--- src/rtl/axi_id_order_tracker.sv ---
// rtl/axi_id_order_tracker.sv - per-ID in-flight count/select tracker enforcing AXI same-ID ordering
// Optional underflow error reporting is built when AXI_ID_TRACK_ERR_EN is defined.
module axi_id_order_tracker #(
   parameter int unsigned IdBits   = 3,
   parameter int unsigned MaxTrans = 8,
   parameter int unsigned MaxPerId = 4,
   parameter type         select_t = logic,
   parameter int unsigned CntW     = $clog2(MaxTrans + 1)
) (
   input  logic              clk_i,
   input  logic              rst_i,
   input  logic              push_valid_i,
   output logic              push_ready_o,
   input  logic [IdBits-1:0] push_id_i,
   input  select_t           push_sel_i,
   input  logic              pop_valid_i,
   input  logic [IdBits-1:0] pop_id_i,
   input  logic [IdBits-1:0] lookup_id_i,
   output logic              lookup_taken_o,
   output select_t           lookup_sel_o,
   output logic [CntW-1:0]   lookup_cnt_o,
   input  logic [IdBits-1:0] atomic_id_i,
   output logic              atomic_taken_o,
   output logic [CntW-1:0]   total_cnt_o,
   output logic              full_o,
   output logic              idle_o,
   input  logic              clear_err_i,
   output logic              err_o,
   output logic [IdBits-1:0] err_id_o
);

   localparam int unsigned     NoIds     = 2**IdBits;
   localparam logic [CntW-1:0] MaxTransC = CntW'(MaxTrans);
   localparam logic [CntW-1:0] MaxPerIdC = CntW'(MaxPerId);

   logic [CntW-1:0] cnt_q [NoIds];
   select_t         sel_q [NoIds];
   logic [CntW-1:0] total_q;
   logic            push_fire;
   logic            pop_legal;
   logic [NoIds-1:0] inc_vec;
   logic [NoIds-1:0] dec_vec;

   // Ready depends only on registered state: a pop in this cycle never frees space for this cycle's push.
   assign push_ready_o = !full_o &&
                         ((cnt_q[push_id_i] == '0) ||
                          ((sel_q[push_id_i] == push_sel_i) && (cnt_q[push_id_i] < MaxPerIdC)));
   assign push_fire    = push_valid_i && push_ready_o;
   assign pop_legal    = pop_valid_i && (cnt_q[pop_id_i] != '0);

   always_comb begin
      inc_vec = '0;
      dec_vec = '0;
      if (push_fire) inc_vec[push_id_i] = 1'b1;
      if (pop_legal) dec_vec[pop_id_i]  = 1'b1;
   end

   always_ff @(posedge clk_i or posedge rst_i) begin
      if (rst_i) begin
         for (int i = 0; i < NoIds; i++) begin
            cnt_q[i] <= '0;
            sel_q[i] <= '0;
         end
         total_q <= '0;
      end else begin
         for (int i = 0; i < NoIds; i++) begin
            if (inc_vec[i] && !dec_vec[i])
               cnt_q[i] <= cnt_q[i] + CntW'(1);
            else if (dec_vec[i] && !inc_vec[i])
               cnt_q[i] <= cnt_q[i] - CntW'(1);
            // Select is latched only when the ID goes from idle to taken; it is left stale after drain.
            if (inc_vec[i] && (cnt_q[i] == '0))
               sel_q[i] <= push_sel_i;
         end
         if (push_fire && !pop_legal)
            total_q <= total_q + CntW'(1);
         else if (pop_legal && !push_fire)
            total_q <= total_q - CntW'(1);
      end
   end

   assign lookup_taken_o = (cnt_q[lookup_id_i] != '0);
   assign lookup_sel_o   = sel_q[lookup_id_i];
   assign lookup_cnt_o   = cnt_q[lookup_id_i];
   assign atomic_taken_o = (cnt_q[atomic_id_i] != '0);
   assign total_cnt_o    = total_q;
   assign full_o         = (total_q == MaxTransC);
   assign idle_o         = (total_q == '0);

`ifdef AXI_ID_TRACK_ERR_EN
   logic              pop_illegal;
   logic              err_q;
   logic [IdBits-1:0] err_id_q;

   assign pop_illegal = pop_valid_i && (cnt_q[pop_id_i] == '0);

   // A new underflow wins over a clear in the same cycle and re-captures the ID.
   always_ff @(posedge clk_i or posedge rst_i) begin
      if (rst_i) begin
         err_q    <= 1'b0;
         err_id_q <= '0;
      end else if (pop_illegal) begin
         err_q <= 1'b1;
         if (!err_q || clear_err_i)
            err_id_q <= pop_id_i;
      end else if (clear_err_i) begin
         err_q    <= 1'b0;
         err_id_q <= '0;
      end
   end

   assign err_o    = err_q;
   assign err_id_o = err_id_q;

`ifndef SYNTHESIS
   illegal_pop_a: assert property (@(posedge clk_i) disable iff (rst_i) !pop_illegal);
`endif
`else
   logic unused_clear_err;
   assign unused_clear_err = clear_err_i;
   assign err_o            = 1'b0;
   assign err_id_o         = '0;
`endif

endmodule

--- config.mk ---
export PLATFORM = sky130hd
export DESIGN_NAME = axi_id_order_tracker
export DESIGN_NICKNAME = d
export VERILOG_FILES = /design/src/rtl/axi_id_order_tracker.sv
export SDC_FILE = /design/constraint.sdc
export NUM_CORES = 1
export LEC_CHECK = 0
export ABC_AREA = 1
export ABC_CLOCK_PERIOD_IN_PS = 2800
export BUFFER_PORTS_ARGS = -buffer_cell sky130_fd_sc_hd__buf_2
export CAP_MARGIN = 20
export CORE_MARGIN = 5
export CORE_UTILIZATION = 35
export CTS_BUF_LIST = sky130_fd_sc_hd__clkbuf_16
export DETAILED_ROUTE_END_ITERATION = 8
export GPL_TIMING_DRIVEN = 0
export SETUP_SLACK_MARGIN = 0.2
export SYNTH_ARGS = -nofsm -noshare
export SYNTH_HDL_FRONTEND = slang
export SYNTH_SLANG_ARGS = --single-unit
--- constraint.sdc ---
create_clock -name clk_i -period 2.8 [get_ports clk_i]
set_input_delay 0.28 -clock clk_i [delete_from_list [all_inputs] [get_ports clk_i]]
set_output_delay 0.28 -clock clk_i [all_outputs]
set_load 0.1 [all_outputs]
==> key figures, run 1 <==
Finish
  • Finished Layout Cells: 745
  • N_diodes: 0
  • Fillers: between 900 and 1k
  • Register Area: 0.00113 mm²
  • Final core occ: 51.9%
  • Share of cells above drive strength 1: 38.1%
  • Nets: 662
  • Layout area overhead: 44.0%
  • Multi-input logic area: 0.00299 mm²

Placed design
  • Port Buf Inserts: 25
  • GP Congestion: 0.907
  • DP Worst Slack: -0.504 ns
  • Hpwl dp: 8260 µm
  • # placed instances: 683

Clock network
  • CTS sink count: 44
  • H-tree depth: 2
  • Clock root buffer: clkbuf_16
  • Cts hold-fix bufs: 0
  • Worst-Skew Late Latency: ~0.29 ns
  • Clock transition at path regs: 0.06 ns
  • CTS tree: built
  • CTS Buffer Depth: 2
  • TritonCTS buffer count: 5

Logic synthesis
  • Post-Synthesis Cells: 518
  • Count of cell types in the netlist: 39
  • Mapped Avg Cell Area: 7.25 µm²
  • Post-Synthesis Cell Area: about 0.0038 mm²
  • Yosys reg bits: 44
  • Sequential area share after synthesis: between 20 and 30%
  • Warnings, synthesis: 0

Floorplanning
  • Die Height: 114 µm
  • Core area: 0.0104 mm²
  • Num ports: 36
  • FP Rows: 37
  • Die ar.: 0.0129 mm²
  • Die width: 114 µm
  • Starting Density: 36.0%

Critical path
  • CP Capture Type: register
  • Startpoint Class: register
  • Worst R2R Setup Slack: -0.08 ns
  • Required time of the critical path: between 2 and 3 ns
  • Worst r2r src: cnt_q[1]
  • Crit path cell chain: or2_4 -> nor3_4 -> inv_2 -> a22o_1 -> nor2_2 -> nand2_2 -> buf_6 -> nand4_1 -> ha_4 -> inv_4 -> ha_4 -> nand2_2 -> nor2_2 -> a211oi_2 -> nor2_1 -> nor2_1 -> nand2_1 -> xor2_1
  • Setup Crit Path Kind: reg2reg
  • FF-to-FF path depth: 18
  • WP buf/inv: 3
  • CP max-delay cell: dfrtp_2
  • Top delay family on crit path: simple AND/OR/NAND/NOR gates
  • CP arrival: 3.05 ns
  • Reg2reg end: cnt_q[31]
  • CP peak stage delay: around 0.42 ns
  • Crit Path Max Fanout: 4

Timing
  • Final hold vios: 5
  • RSZ-0062 raised after global routing: true
  • Peak Freq: 0.348 GHz
  • Fin. max-slew vios: 0
  • Final setup violating endpoints: 6
  • Slew headroom: 55.5%
  • Tightest Pin Transition: 0.667 ns
  • Hold slack: -0.00533 ns
  • Clock skew: 0.00448 ns
  • Fin crit share: 103%
  • Final Critical Period: between 2 and 3 ns
  • Final Worst Setup Slack: -0.0773 ns

Status
  • Failing checks: negative hold slack, negative setup slack
  • Outcome: finished, violations left

Power and ir drop
  • Tot Pwr: 5.62 mW
  • Share of power burned in registers: a little under a quarter
  • Leak Pwr: ~2.3 nW
  • Combinational share of power: 64.4%
  • Sw power: 2.70 mW
  • Net switching share of the total power: 48.0%
  • Clk network pwr share: 12.0%
  • Internal: 2.92 mW
  • Worst IR Drop VDD: a little over 0.7 mV
  • Power Dens Cells: 1040 mW/mm²

Global route
  • Total global-route track usage: 17.4%
  • First-pass GRT wire length: 18000 µm
  • Vias in the first global route: ~3.7k
  • Total grt overflow: 0
  • Pin count of the biggest net entering global routing: 28
  • Initial antenna violation count: 0

Worst hold path
  • Class of the worst hold path: in2async

Drt
  • Vias post-DR: 3785
  • Detailed Route WL: 11400 µm
  • Wire per inst: 15.3 µm
  • DRC: 0
  • Detailed Routing Iterations Pass 1: 5
  • Vias per inst: 5.08
  • Routed Antenna Nets: 0
  • First DRT Iteration DRCs: 245

Flow run
  • Max-cap violations: 0
## registers in the layout, summed over array words and instances, names as in the netlist
register	flops
sel_q	8
cnt_q	32
total_cnt_o	4
## worst max path at each step
| stage | from | slack, ns | depth (start not counted) | end |
|---|---|---|---|---|
| detailed placement | cnt_q[20] | -0.50 | 17 | cnt_q[19] |
| floorplan | total_cnt_o[3] | -0.02 | 19 | cnt_q[7] |
| global route | cnt_q[4] | -0.24 | 19 | cnt_q[23] |
| global placement | cnt_q[20] | -0.44 | 17 | cnt_q[19] |
| CTS | cnt_q[0] | -0.02 | 17 | cnt_q[19] |
| finish | cnt_q[1] | -0.08 | 18 | cnt_q[31] |
## cell type report
class                           instances  area share [%]
Clock inverter                          3           0.717
Multi-Input combinational cell        388            55.2
Clock buffer                            5            2.31
Sequential cell                        44            20.9
Timing Repair Buffer                   79            10.6
Inverter                               75            5.58
Tap cell                              136            3.15
Buffer                                 15            1.55
## stage by stage
step	cell area [µm²]	TNS [ns]
finish	5410	-0.201
CTS	4990	-0.0420
detailed placement	4400	-6.73
floorplan	4090	-0.0810
global route	5410	-1.83
global placement	4380	-5.75
## cell usage in the layout (no fill, tap or decap), drive strengths merged
master,instances
o21ai,37
nor4,1
nand2,102
o211ai,2
ha,27
dfrtp,44
o31ai,1
nand3b,1
xor2,7
bufinv,1
nand3,29
inv,75
or2,2
fa,9
nor3,5
mux2,1
a211oi,10
xnor2,20
nor2,75
a22o,1
a31oi,5
clkbuf,13
a21oi,25
conb,4
nand4,12
o21bai,8
a221oi,1
clkinv,2
and3,3
buf,86
## power by group through the flow
stage                     clock network (mW)  logic (mW)  registers, mW
after floorplan                            0        1.99           1.48
after global placement                     0        2.61           1.35
after detailed placement                   0        2.69           1.36
after CTS                              0.685        3.17           1.32
after global routing                   0.712        3.95           1.37
final                                  0.675        3.62           1.32
## synth_stat cells
cell / number / area share, %
a221oi_1: 1 / 0.23
o21ai_0: 36 / 4.8
buf_2: 1 / 0.13
a21oi_1: 25 / 3.3
conb_1: 1 / 0.10
o21bai_1: 8 / 1.6
nand3b_1: 1 / 0.20
fa_1: 9 / 4.8
or2_2: 2 / 0.33
inv_1: 70 / 7.0
o211ai_1: 2 / 0.40
ha_1: 27 / 9.0
xor2_1: 7 / 1.6
xnor2_1: 20 / 4.7
a22o_1: 1 / 0.23
nand2_2: 1 / 0.17
a31oi_1: 5 / 0.83
nor2_1: 65 / 6.5
nand3_1: 27 / 3.6
and3_1: 3 / 0.50
clkbuf_1: 7 / 0.70
mux2_2: 1 / 0.30
buf_4: 5 / 1.0
a211oi_1: 10 / 2.0
nor2_4: 1 / 0.30
buf_1: 1 / 0.10
nor4_1: 1 / 0.17
inv_2: 4 / 0.40
nor2_2: 9 / 1.5
o21ai_1: 1 / 0.13
nor3_1: 5 / 0.67
dfrtp_1: 44 / 29
nand2_1: 100 / 10
nand4_1: 12 / 2.0
nand3_4: 1 / 0.47
nand3_2: 1 / 0.27
o31ai_1: 1 / 0.20
clkinv_1: 1 / 0.10
buf_6: 1 / 0.30
## worst reg2reg max path, delay by kind of cell, from the launching register on
kind	cells	cell delay, ns
AND/OR/NAND/NOR	10	1.16
flip-flops	1	0.42
AO/OA/AOI/OAI	2	0.41
adder cells (fa/ha/maj)	2	0.41
buffers and inverters	3	0.24
XOR/XNOR	1	0.13
## cells by family after synthesis
kind of cell	Yosys count	synth area share [%]
AOI/OAI and AO/OA	90	13.8
xor gates and xnor gates	27	6.30
adders and majority gates	36	13.8
buffers and inverters	90	9.73
DFF	44	29.3
muxes	1	0.300
other	1	0.0999
and+or+nand+nor	229	26.7
## timing repair
item                                    4_1_cts  5_1_grt
cloned                                        1        0
buffers inserted                             33       20
endpoints found under the setup margin       27       27
resized for setup                            49       70
pin swaps                                    16       54
## metal layers
metal	global-route usage [%]	vias up	part of all wire [%]
met5	0	-	0
met4	3.53	0	0.82
met3	2.81	11	4.1
met2	30.1	77	51
met1	22.8	1833	44
li1	-	1864	-
Power figures use the tool's default switching activity.
==> run 2: changes to the inputs <==
--- a/config.mk
+++ b/config.mk
@@ -18,3 +18,4 @@
 export SYNTH_ARGS = -nofsm -noshare
 export SYNTH_HDL_FRONTEND = slang
 export SYNTH_SLANG_ARGS = --single-unit
+export TNS_END_PERCENT = 20
==> run 2 against run 1 <==
Net effect: the run ends with negative setup slack left; total power grew 0.53%; utilization fell by 0.18 points; setup slack worse by 0.025 ns; fmax decreased by 0.85%.
==> key figures, run 2 (synthesis gave the netlist of run 1 again) <==
Timing
  • Final hold vios: 0
  • Fin crit share: 104%
  • Peak Freq: 0.345 GHz
  • Slew headroom: 52.1%
  • Tightest Pin Transition: 0.719 ns
  • Fin. max-slew vios: 0
  • Hold slack: 0.0282 ns
  • Final setup violating endpoints: 9
  • Setup TNS: -0.307 ns
  • Final Worst Setup Slack: -0.102 ns
  • Final Critical Period: 2.90 ns
  • RSZ-0062 raised after global routing: true
  • Clock skew: between 0.009 and 0.01 ns

Drt
  • Vias post-DR: 3798
  • Detailed Routing Iterations Pass 1: 5
  • DRC: 0
  • First DRT Iteration DRCs: 196
  • Wire per inst: 15.5 µm
  • Vias per inst: between 5 and 6
  • Detailed Route WL: roughly 12000 µm
  • Routed Antenna Nets: 0

Finish
  • N_diodes: 0
  • Share of cells above drive strength 1: 37.7%
  • Largest Register: cnt_q
  • Most common cell after layout, fill and taps aside: nand2_1
  • Fillers: between 900 and 1k
  • Final core occ: 51.7%
  • Layout area overhead: 43.5%
  • Nets: 671
  • Most frequent cells in the layout: 88 x nand2_1, 64 x buf_4, 58 x nor2_1, 44 x inv_1, 30 x o21ai_0
  • Max reg flops: 32

Placed design
  • Port Buf Inserts: 25
  • GP Congestion: approximately 0.95
  • Hpwl dp: 8250 µm

Critical path
  • Startpoint Class: register
  • CP Capture Type: register
  • Crit Path Max Fanout: 4
  • Setup Crit Path Kind: reg2reg
  • Required time of the critical path: approximately 3.0 ns
  • CP arrival: 3.08 ns

Clock network
  • CTS sink count: 44
  • H-tree depth: 2
  • Worst-Skew Late Latency: 0.29 ns
  • Clock root buffer: clkbuf_16
  • Clock transition at path regs: 0.07 ns
  • TritonCTS buffer count: 5
  • CTS Buffer Depth: 2
  • CTS tree: built

Floorplanning
  • Die ar.: 0.0129 mm²
  • Starting Density: 36.0%
  • Num ports: 36
  • Core area: around 0.010 mm²
  • FP Rows: 37
  • Die width: 114 µm
  • Die Height: 114 µm

Power and ir drop
  • Combinational share of power: between 60% and 70%
  • Net switching share of the total power: around 48%
  • Sw power: 2.70 mW
  • Power Dens Cells: 1050 mW/mm²
  • Share of power burned in registers: 22.2%
  • Leak Pwr: 2.28 nW
  • Worst IR Drop VDD: 0.692 mV
  • Tot Pwr: about 5.6 mW
  • Internal: 2.95 mW
  • Clk network pwr share: about an eighth

Global route
  • Total grt overflow: 0
  • Vias in the first global route: between 3k and 4k
  • First-pass GRT wire length: 18800 µm
  • Initial antenna violation count: 0
  • Pin count of the biggest net entering global routing: 24
  • Total global-route track usage: 17.9%

Status
  • Outcome: finished, violations left
  • Failing checks: negative setup slack

Worst hold path
  • Class of the worst hold path: in2async

Flow run
  • Max-cap violations: 0
[run 2: cell count changes in the layout (fill, tap and decap cells not counted), moves of 3 or more]
cell	before	now
buf_4	52	64
buf_6	6	3
nor2_1	55	58
inv_2	21	24
nor2_2	9	6
[run 2: power groups by stage]
stage                     clock (mW)  sequential (mW)  combinational (mW)
after floorplan                    0             1.48                1.99
after global placement             0             1.36                2.62
after detailed placement           0             1.37                2.68
after CTS                      0.686             1.27                3.29
after global routing           0.716             1.29                4.07
final                          0.675             1.25                3.72
[run 2: per-stage QoR]
stage | instance area, µm² | setup WS [ns] | std cells
2_1_floorplan | 4070 | -0.0201 | 521
3_3_place_gp | 4370 | -0.358 | 682
3_5_place_dp | 4390 | -0.463 | 683
4_1_cts | 5000 | -0.0547 | 732
5_1_grt | 5390 | -0.249 | 754
6_report | 5390 | -0.102 | 754
[run 2: layer usage]
metal	vias up	global-route usage [%]	share of wire [%]
li1	1889	-	-
met1	1774	24.4	44
met2	108	29.4	48
met3	27	2.97	4.6
met4	0	4.89	2.8
met5	-	0	0
[run 2: what timing repair did]
item | 4_1_cts | 5_1_grt
hold buffers | 0 | 0
pin swaps | 31 | 46
gates resized for setup | 53 | 55
buffers inserted | 39 | 22
cloned | 2 | 0
endpoints found under the setup margin | 27 | 27
[run 2: area by class of cell]
type	instances	area (µm²)	area share (%)
well taps	136	170	3.16
repair buffers	87	611	11.3
clock inverters	3	37.5	0.697
flip-flops and latches	44	1130	21.0
clock buffers	5	125	2.32
plain buffers	15	83.8	1.56
multi-input cells	389	2930	54.4
inverters	75	297	5.50
[run 2: worst paths after layout]
kind,from,to,slack (ns),cells past startpoint
worst max-delay path,cnt_q[23],cnt_q[15],-0.10,17
worst min-delay path,rst_i,cnt_q[8],0.03,2
worst max register to register,cnt_q[23],cnt_q[15],-0.10,17
worst min register to register,cnt_q[30],cnt_q[30],0.54,2
max in group asynchronous,rst_i,total_cnt_o[2],2.23,3
min in group clk_i,push_id_i[0],sel_q[3],0.45,5
[run 2: worst max-delay path: stages (launching register included)]
cell	delay (ns)
dfrtp_1	0.45
nor2_1	0.20
nor2_1	0.09
nor2_2	0.12
nand2_1	0.11
nor2_4	0.18
buf_4	0.15
nand3_4	0.13
nor2_4	0.22
ha_4	0.18
inv_4	0.05
ha_4	0.23
and3_4	0.19
a211oi_4	0.16
nor2_1	0.06
nor2_1	0.08
nand2_1	0.07
xor2_1	0.14
==> run 3: changes to the inputs <==
--- a/config.mk
+++ b/config.mk
@@ -14,6 +14,7 @@
 export CTS_BUF_LIST = sky130_fd_sc_hd__clkbuf_16
 export DETAILED_ROUTE_END_ITERATION = 8
 export GPL_TIMING_DRIVEN = 0
+export REMOVE_ABC_BUFFERS = 1
 export SETUP_SLACK_MARGIN = 0.2
 export SYNTH_ARGS = -nofsm -noshare
 export SYNTH_HDL_FRONTEND = slang
==> run 3 against run 2 <==
Net effect: the run still ends with negative setup slack left; cell count shrank 3.3%; register-to-register slack lost 0.03 ns; routed wire length shrank 1.9%; clock-buffer cell count is the same; first-iteration DRC count grew 42%; non-clock buffer count shrank 25; worst hold slack lost 0.028 ns; die area is the same; via count shrank 0.55%; global-route usage shrank 0.26 points; fmax shrank 0.96%; sequential power is essentially flat.
==> key figures, run 3 (synthesis gave the netlist of run 1 again) <==
Global route
  • Pin count of the biggest net entering global routing: 27
  • Total global-route track usage: between 10% and 20%
  • Vias in the first global route: 3765
  • Total grt overflow: 0
  • First-pass GRT wire length: 18300 µm
  • Initial antenna violation count: 0

Drt
  • First DRT Iteration DRCs: ~280
  • DRC: 0
  • Detailed Routing Iterations Pass 1: 5
  • Vias post-DR: 3777
  • Wire per inst: between 15 and 20 µm
  • Routed Antenna Nets: 0
  • Vias per inst: 5.18
  • Detailed Route WL: 11500 µm

Critical path
  • CP Capture Type: register
  • Required time of the critical path: 2.97 ns
  • Setup Crit Path Kind: reg2reg
  • CP arrival: around 3.1 ns
  • FF-to-FF path depth: 17
  • Crit Path Max Fanout: 5
  • Startpoint Class: register

Power and ir drop
  • Worst IR Drop VDD: 0.606 mV
  • Leak Pwr: 2.18 nW
  • Power Dens Cells: 1050 mW/mm²
  • Tot Pwr: 5.33 mW

Finish
  • Max reg flops: 32
  • N_diodes: 0
  • Most frequent cells in the layout: 90 x nand2_1, 59 x nor2_1, 54 x inv_1, 45 x buf_4, 36 x dfrtp_1
  • Most common cell after layout, fill and taps aside: nand2_1
  • Layout area overhead: 35.4%
  • Fillers: 1028
  • Nets: 646
  • Largest Register: cnt_q
  • Share of cells above drive strength 1: 32.0%

Clock network
  • Worst-Skew Late Latency: 0.29 ns
  • CTS tree: built
  • Cts hold-fix bufs: 0
  • Clock transition at path regs: 0.07 ns
  • Clock root buffer: clkbuf_16
  • H-tree depth: 2
  • CTS Buffer Depth: 2
  • TritonCTS buffer count: 5
  • CTS sink count: 44

Timing
  • RSZ-0062 raised after global routing: true
  • Fin crit share: 105%
  • Hold slack: 0.0000174 ns
  • Peak Freq: 0.341 GHz
  • Clock skew: around 0.0058 ns
  • Final Critical Period: a little under 3 ns
  • Fin. max-slew vios: 0
  • Final setup violating endpoints: 6
  • Final Worst Setup Slack: -0.130 ns
  • Final hold vios: 0

Placed design
  • Port Buf Inserts: 30
  • GP Congestion: between 0.9 and 1
  • Hpwl dp: slightly below 8000 µm

Status
  • Failing checks: negative setup slack
  • Outcome: finished, violations left

Floorplanning
  • FP Rows: 37
  • Die width: 114 µm
  • Num ports: 36
  • Core area: 0.0104 mm²
  • Die ar.: 0.0129 mm²
  • Starting Density: 36.0%
  • Die Height: about 110 µm

Flow run
  • Max-cap violations: 0

Worst hold path
  • Class of the worst hold path: in2async
run 3: final timing paths:
check / from / endpoint / slack, ns
max: cnt_q[9] / cnt_q[31] / -0.13
min: rst_i / cnt_q[26] / 0.00002
max reg2reg: cnt_q[9] / cnt_q[31] / -0.13
min reg2reg: cnt_q[16] / cnt_q[16] / 0.50
max in group asynchronous: rst_i / cnt_q[18] / 2.27
min in group clk_i: push_sel_i / sel_q[0] / 0.36
run 3: timing repair:
action | CTS | global route
setup endpoints to repair | 32 | 29
gates cloned | 2 | 0
gates resized for setup | 78 | 47
setup buffers | 31 | 15
hold endpoints to repair | 0 | 0
pin swaps | 32 | 45
run 3: area by class of cell:
class | count | area (µm²) | share of cell area [%]
sequential | 44 | 1110 | 21.9
multi-input combinational | 389 | 2840 | 55.9
tap | 136 | 170 | 3.35
clock inverter | 3 | 13.8 | 0.271
timing repair buffer | 77 | 524 | 10.3
clock buffer | 5 | 125 | 2.46
inverter | 75 | 297 | 5.83
run 3: through the flow:
| stage | utilization (%) | setup TNS, ns | std cells | area (µm²) | worst slack [ns] |
|---|---|---|---|---|---|
| 2_1_floorplan | - | -7.46 | 506 | 3680 | -1.32 |
| 3_3_place_gp | 38.4 | -5.76 | 672 | 4000 | -0.565 |
| 3_5_place_dp | 38.6 | -6.16 | 673 | 4020 | -0.598 |
| 4_1_cts | 46.0 | -0.137 | 714 | 4790 | -0.0519 |
| 5_1_grt | 48.8 | -1.64 | 729 | 5080 | -0.242 |
| 6_report | 48.8 | -0.344 | 729 | 5080 | -0.130 |
run 3: critical path, stage by stage (launching register included):
cell,delay [ns]
dfrtp_1,0.41
inv_1,0.11
nand2_1,0.10
nor3_2,0.28
o21ai_0,0.18
nor2_2,0.18
nand2_2,0.11
nand4_1,0.20
ha_4,0.18
inv_4,0.05
ha_4,0.25
nand2_2,0.06
nor2_2,0.04
a211oi_2,0.24
nor2_1,0.10
nor2_1,0.11
nand2_1,0.07
xor2_1,0.14
run 3: report_power, final:
part           total, mW  leakage (nW)  switching [mW]  internal, mW
Sequential          1.24         0.489           0.300         0.945
Combinational       3.50          1.62            2.07          1.43
Clock              0.588        0.0710           0.262         0.325
Total               5.33          2.18            2.63          2.71
run 3: per-layer routing:
layer / share of wire (%) / GRT usage [%] / up-vias
met5: 0 / 0 / -
met4: 2.8 / 6.89 / 0
met2: 49 / 30.0 / 119
met3: 5.5 / 3.24 / 28
met1: 43 / 22.1 / 1807
li1: - / - / 1823
